**src/rtl/receive_engine.sv**
```systemverilog
// UART receive engine: synchronises RX, frames 7/8 data bits, optional parity and one stop bit.
// Latency: SYNC_STAGES + baud/2 + (N+1)*baud + 2 clocks from the RX start edge to RXRDY.
// No backpressure: a frame completing while RXRDY is still set overwrites rx_data and raises OVF.
module receive_engine #(
  parameter int SYNC_STAGES = 2,
  parameter int BAUD_W      = 19
) (
  input  logic              clk,
  input  logic              reset,
  input  logic              RX,
  input  logic              read0,
  input  logic [BAUD_W-1:0] baud,
  input  logic              EIGHT,
  input  logic              PEN,
  input  logic              OHEL,
  output logic [7:0]        rx_data,
  output logic              RXRDY,
  output logic              PERR,
  output logic              FERR,
  output logic              OVF
);

  typedef enum logic [2:0] {IDLE, START, DATA, PARITY, STOP} state_t;

  logic [SYNC_STAGES-1:0] sync_q;
  logic                   rx_s;
  logic                   rx_s_d;
  state_t                 state;
  logic [BAUD_W-1:0]      cnt;
  logic [BAUD_W-1:0]      baud_l;
  logic [2:0]             bitcnt;
  logic [7:0]             shreg;
  logic                   eight_l;
  logic                   pen_l;
  logic                   ohel_l;
  logic                   perr_n;
  logic                   ferr_n;
  logic                   commit;
  logic                   tick;
  logic [7:0]             data_w;

  assign rx_s = sync_q[SYNC_STAGES-1];

  // The counter is loaded with a bit time and "expires" on the clock where it steps down to
  // zero, so a load of baud spans exactly baud clocks and the half-bit load lands mid-bit.
  assign tick = (cnt == BAUD_W'(1));

  // Bits enter at bit 7 and shift right, so a 7-bit frame ends up in shreg[7:1].
  assign data_w = eight_l ? shreg : {1'b0, shreg[7:1]};

  // Metastability synchroniser plus one extra flop for start-edge detection; idles high.
  always_ff @(posedge clk or negedge reset) begin
    if (!reset) begin
      sync_q <= '1;
      rx_s_d <= 1'b1;
    end else begin
      sync_q <= {sync_q[SYNC_STAGES-2:0], RX};
      rx_s_d <= rx_s;
    end
  end

  // Frame FSM. A start needs a 1->0 edge on rx_s, so a line held low after a framing error
  // (break) cannot re-trigger until it has returned high. Commit is a one-cycle strobe issued
  // while the FSM is already back in IDLE, so a start edge in that cycle is not lost.
  always_ff @(posedge clk or negedge reset) begin
    if (!reset) begin
      state   <= IDLE;
      cnt     <= '0;
      baud_l  <= '0;
      bitcnt  <= '0;
      shreg   <= '0;
      eight_l <= 1'b0;
      pen_l   <= 1'b0;
      ohel_l  <= 1'b0;
      perr_n  <= 1'b0;
      ferr_n  <= 1'b0;
      commit  <= 1'b0;
    end else begin
      commit <= 1'b0;
      case (state)
        IDLE: begin
          if (rx_s_d && !rx_s) begin
            baud_l  <= baud;
            eight_l <= EIGHT;
            pen_l   <= PEN;
            ohel_l  <= OHEL;
            cnt     <= baud >> 1;
            state   <= START;
          end
        end
        START: begin
          if (tick) begin
            if (rx_s) begin
              cnt   <= '0;
              state <= IDLE;
            end else begin
              cnt    <= baud_l;
              bitcnt <= '0;
              perr_n <= 1'b0;
              state  <= DATA;
            end
          end else begin
            cnt <= cnt - BAUD_W'(1);
          end
        end
        DATA: begin
          if (tick) begin
            shreg  <= {rx_s, shreg[7:1]};
            bitcnt <= bitcnt + 3'd1;
            cnt    <= baud_l;
            if (bitcnt == {2'b11, eight_l}) state <= pen_l ? PARITY : STOP;
          end else begin
            cnt <= cnt - BAUD_W'(1);
          end
        end
        PARITY: begin
          if (tick) begin
            perr_n <= rx_s ^ (^data_w) ^ ohel_l;
            cnt    <= baud_l;
            state  <= STOP;
          end else begin
            cnt <= cnt - BAUD_W'(1);
          end
        end
        STOP: begin
          if (tick) begin
            ferr_n <= ~rx_s;
            commit <= 1'b1;
            cnt    <= '0;
            state  <= IDLE;
          end else begin
            cnt <= cnt - BAUD_W'(1);
          end
        end
        default: state <= IDLE;
      endcase
    end
  end

  // Host-visible byte and flags. A commit coinciding with read0 wins, and the flags then
  // reflect only the frame just committed.
  always_ff @(posedge clk or negedge reset) begin
    if (!reset) begin
      rx_data <= '0;
      RXRDY   <= 1'b0;
      PERR    <= 1'b0;
      FERR    <= 1'b0;
      OVF     <= 1'b0;
    end else if (commit) begin
      rx_data <= data_w;
      RXRDY   <= 1'b1;
      if (read0) begin
        PERR <= perr_n & pen_l;
        FERR <= ferr_n;
        OVF  <= RXRDY;
      end else begin
        PERR <= PERR | (perr_n & pen_l);
        FERR <= FERR | ferr_n;
        OVF  <= OVF | RXRDY;
      end
    end else if (read0) begin
      RXRDY <= 1'b0;
      PERR  <= 1'b0;
      FERR  <= 1'b0;
      OVF   <= 1'b0;
    end
  end

endmodule

```
**config.mk**
```make
export PLATFORM = sky130hd
export DESIGN_NAME = receive_engine
export DESIGN_NICKNAME = d
export VERILOG_FILES = /design/src/rtl/receive_engine.sv
export SDC_FILE = /design/constraint.sdc
export NUM_CORES = 1
export LEC_CHECK = 0
export CAP_MARGIN = 0
export CORE_UTILIZATION = 50
export CTS_BUF_LIST = sky130_fd_sc_hd__clkbuf_4
export DETAILED_ROUTE_END_ITERATION = 10
export PLACE_DENSITY = 0.79
export SLEW_MARGIN = 40
export SYNTH_ARGS = -nofsm -noshare
export SYNTH_HDL_FRONTEND = slang
export SYNTH_SLANG_ARGS = --single-unit
```
**constraint.sdc**
```tcl
create_clock -name clk -period 5.7 [get_ports clk]
set_input_delay 1.14 -clock clk [delete_from_list [all_inputs] [get_ports clk]]
set_output_delay 1.14 -clock clk [all_outputs]
set_load 0.03 [all_outputs]
```
Word level (Yosys, flattened, before mapping)

Index checks and enable logic that the tools add are counted.

Bitwise gates (word level): 7
Add/sub/neg operators: 2
Equal/unequal tests: 13
Reduce and logical (&&, ||, !) cells: 16
Mux-type cells: 34

Operators by type and width:

| operator                                                               | count |
|---|---|
| 19-bit two-way mux                                                     | 5 |
| 19-bit one-hot mux with 4 select lines                                 | 1 |
| 3-bit two-way mux                                                      | 10 |
| 19-bit by 1-bit equality test with 1-bit output, second input constant | 1 |
| 19-bit by 1-bit subtractor with 19-bit output, second input constant   | 1 |
| 3-bit one-hot mux with 5 select lines                                  | 1 |
| 2-bit != test, second input constant                                   | 7 |
| 1-bit two-way mux                                                      | 13 |
| 8-bit two-way mux                                                      | 1 |
| 2-bit AND reduction                                                    | 4 |
| 4-bit AND reduction                                                    | 2 |
| 8-bit parity                                                           | 1 |
| 3-bit by 2-bit equality test with 1-bit output, second input constant  | 2 |
| 3-bit one-hot mux with 2 select lines                                  | 1 |
| 6-bit AND reduction                                                    | 1 |
| 2-bit nonzero test                                                     | 3 |
| 4-bit nonzero test                                                     | 1 |
| 3-bit by 1-bit adder with 3-bit output, second input constant          | 1 |
| 3-bit by 1-bit equality test with 1-bit output, second input constant  | 1 |
| 3-bit equality test                                                    | 1 |
| 3-bit equality test, second input constant                             | 1 |
| 3-bit logical NOT                                                      | 1 |
| 1-bit OR                                                               | 3 |
| 2-bit two-way mux                                                      | 1 |
| other kinds (7)                                                        | 8 |

Output and inout bits: 12
Register bits: 73

Logic depth before layout (Yosys ltp)

Depth in word-level cells: 6
Gate-level depth with buffers: 8

Worst setup path after synthesis

OpenSTA, ideal clock, no wires.

Kind: register to register
Start: register cnt[2]
End: register bitcnt[0]
Setup slack: 3.404 ns
Stages on the path, launching flop included: 7
Path buffers: 1
Data arrival time: 2.171 ns
Cell sequence: dfrtp_1 > buf_6 > or4_4 > nor4b_4 > nand4_4 > a21boi_1 > mux2_4

Word-level cells in the longest chain between the ends: 3
Elaborated cells between the ends (all ways): 4
Classes of those cells: 3 x eq/ne; 1 x reduce/logical

RTL lines:

| what                                              | line | source |
|---|---|---|
| from (decl)                                       | 29   | `logic [BAUD_W-1:0] cnt;` |
| from (signal assigned)                            | 87   | `cnt <= baud >> 1;` |
| from (signal assigned)                            | 97   | `cnt <= baud_l;` |
| from (signal assigned)                            | 103  | `cnt <= cnt - BAUD_W'(1);` |
| 19-bit by 1-bit equality test with 1-bit output * | 46   | `assign tick = (cnt == BAUD_W'(1));` |
| 2-bit != test (no line)                           | n/a  |  |
| 4-bit AND reduction (no line) *                   | n/a  |  |
| to (signal assigned)                              | 109  | `bitcnt <= bitcnt + 3'd1;` |
| to (decl)                                         | 31   | `logic [2:0] bitcnt;` |

Every way passes the cells marked *; elsewhere a longest branch is shown, timed or not.
A chain may end at the register's enable or synchronous reset.

Worst setup path in the final report

Start: register OVF
End: output port OVF

RTL lines:

| what                   | line | source |
|---|---|---|
| from (decl)            | 20   | `output logic OVF` |
| from (signal assigned) | 159  | `OVF <= OVF \| RXRDY;` |

No word-level cell between the ends.

==> metrics.cfg <==
[power]
power_density_nw_per_um2=383
p_total_mw=1.67
ir_drop_uv=195
power.leakage_nw=1.90

[floorplanning]
start_util=0.519
die_h_um=89.0
num_rows=31
fp.dieW_um=89.0
core_um2=7290
io_pins=38
die-area_um2=7920

[detailed_routing]
drt_iter0_drc=335
num_vias=3246
routedWlPerCell_um=16.3
drt_wl_total_um=8860
drtAntennaViolNets=0
via_per_inst=5.98
firstDrtPassIters=6
drc=0

[sta]
worst_slew_pin_slew_ps=756
fin_worst_skew_ps=16.0
fin_setup_tns_ps=0
fmax_mhz=380
hold_viol=0
period_minus_slack_ps=2630
setup_ws_ps=3070
finalSetupViolCount=0
fin_hold_ws_ps=368
maxSlewViolCount=0
period_share=0.462
relSlewSlack=0.492
rsz0062_at_grt=no

[critical_path]
cp_max_fo=2
slowest_delay_ps=680
crit_slowest_cell=clkdlybuf4s50_1
cp_cell_sequence=clkdlybuf4s50_1
start_kind=register
arrival_ps=1490
cp_num_buf_inv=1
r2r_cells=5
cp.required_ps=4560
reg2reg_to=bitcnt[0]
crit_family=buffers and inverters
crit_type=register to output pin
endpoint_kind=output pin
worst-r2r-setup-slack_ps=3100
rr_startpoint=cnt[6]

[placed_design]
gp_congestion=0.891
place_ws_ps=3130
port_buffers=37
hpwl_um=6100
dp_cells=527
placed_area_um2=4240

[hold_path]
hold_class=register to register
hold_depth=0
hold_path_end=sync_q[1]
hp-start=sync_q[0]

[run]
max-cap-violations=0

[yosys]
synth_top_area_frac=0.463
synth.area.top_cells=dfrtp_1 (46%), nand2_1 (8.4%), o21ai_0 (4.1%)
synthesis.nets=433
synth.avg_cell_area_um2=9.37
yosys_warnings=0
netlist_area_um2=3790
async_flop_share=1.00
synthCells=404
ys_seq_area_frac=0.483
synth_enable_flop_cells=0
synth.largest_area_cell=dfrtp_1
synth_flop_cell=dfrtp_1
ys_types=65
ys_ff_latch=73

[global_route]
grt_antenna_before_repair=0
grt_max_degree=74
grtUsageTotal=0.240
grt_pass1_wl_um=14200
grt_pass1_vias=2889
grt_overflow=0

[cts]
htree_levels=3
cts_hold_buf=0
path_clk_slew_ps=120
cts_sinks=73
cts_setup_buffers=0
clk_latency_ps=430
clockBufferDepth=2
tritoncts=yes
cts_resized=0
root_buffer=clkbuf_4
cts_buffers=9

[layout]
final_cells=543
final_util=0.597
diodes=0
final_area_um2=4350
syn2layout_area_growth_pct=14.9
num-fill-cells=642
drive_above_1_share=0.104
fin_nets=468

[status]
status=completed

[per-layer routing]
layer / vias to the layer above / part of all wire / GRT usage
li1: 1524 / - / -
met1: 1533 / 0.44 / 0.336
met2: 166 / 0.47 / 0.371
met3: 23 / 0.072 / 0.0554
met4: 0 / 0.024 / 0.0794
met5: - / 0 / 0
[state kept, by name, indices dropped and copies added (netlist names)]
register / count
FERR: 1
OVF: 1
PERR: 1
RXRDY: 1
baud_l: 19
bitcnt: 3
cnt: 19
commit: 1
eight_l: 1
ferr_n: 1
ohel_l: 1
pen_l: 1
perr_n: 1
rx_data: 8
rx_s_d: 1
shreg: 8
state: 3
sync_q: 2
[layout by cell type, fill, tap and decap left out, drive strengths merged, types with 2 or more instances in the layout]
cell	instances
nand3	6
nor2b	3
buf	5
a221oi	2
nor4b	2
nor4	6
clkdlybuf4s50	36
clkinv	5
nor3b	5
a2bb2oi	3
a22oi	5
inv	10
o21ai	33
nor2	25
a211oi	3
dfstp	3
mux2i	7
nand4	6
nand2	85
a21oi	27
o31ai	3
a222oi	2
or4	5
xnor2	13
nand2b	4
clkbuf	10
dfrtp	70
mux2	9
ha	3
nor3	5
a21boi	2
and3	2
a41oi	3
xor2	3
a22o	5
a21o	2
and4	2
a31oi	6
[final cells by class]
| class | instances | area (um^2) | area share |
|---|---|---|---|
| Clock buffer | 10 | 75.1 | 0.0173 |
| Clock inverter | 6 | 35.0 | 0.00805 |
| Sequential cell | 73 | 1830 | 0.421 |
| Timing Repair Buffer | 41 | 399 | 0.0917 |
| Tap cell | 99 | 124 | 0.0285 |
| Multi-Input combinational cell | 304 | 1850 | 0.425 |
| Inverter | 10 | 37.5 | 0.00863 |
[synth_stat cells, types with 2 or more instances]
library cell / n
nor2_1: 24
xor2_1: 3
and4_1: 2
buf_1: 2
a31oi_1: 6
nand2b_1: 4
or4_1: 3
and3_1: 2
a2bb2oi_1: 3
mux2_2: 8
a221oi_1: 2
a41oi_1: 3
dfstp_2: 3
a22o_1: 5
or4_4: 2
nand3_1: 6
nor3_1: 5
a21o_1: 2
clkbuf_1: 12
ha_1: 3
o31ai_1: 3
xnor2_1: 13
buf_2: 2
nor3b_1: 4
inv_1: 10
nor2b_1: 3
nand4_1: 5
dfrtp_1: 70
a22oi_1: 5
a222oi_1: 2
nor4_1: 5
a21oi_1: 27
o21ai_0: 31
mux2i_1: 7
a211oi_1: 3
nand2_1: 85
[power breakdown]
group | switching, mW | internal, mW | total, mW
clock network | 0.184 | 0.0915 | 0.275
logic | 0.320 | 0.256 | 0.576
registers | 0.165 | 0.650 | 0.815
[cell families after synthesis]
| group | synth area share |
|---|---|
| xor+xnor | 0.0370 |
| flops | 0.483 |
| mux | 0.0463 |
| compound gates | 0.184 |
| buf+inv | 0.0294 |
| fa+ha+maj | 0.00992 |
| simple gates | 0.210 |
[worst max-delay path by stage]
stage                         from         to  slack [ps]  cells past startpoint
after floorplan             cnt[2]  bitcnt[0]        3400                      6
after global placement    baud[13]    cnt[12]        3150                      5
after detailed placement  baud[13]    cnt[12]        3130                      5
after CTS                      OVF        OVF        3070                      1
after global routing      state[1]     cnt[7]        3000                      5
final                          OVF        OVF        3070                      1
(Power assumes the default switching activity.)
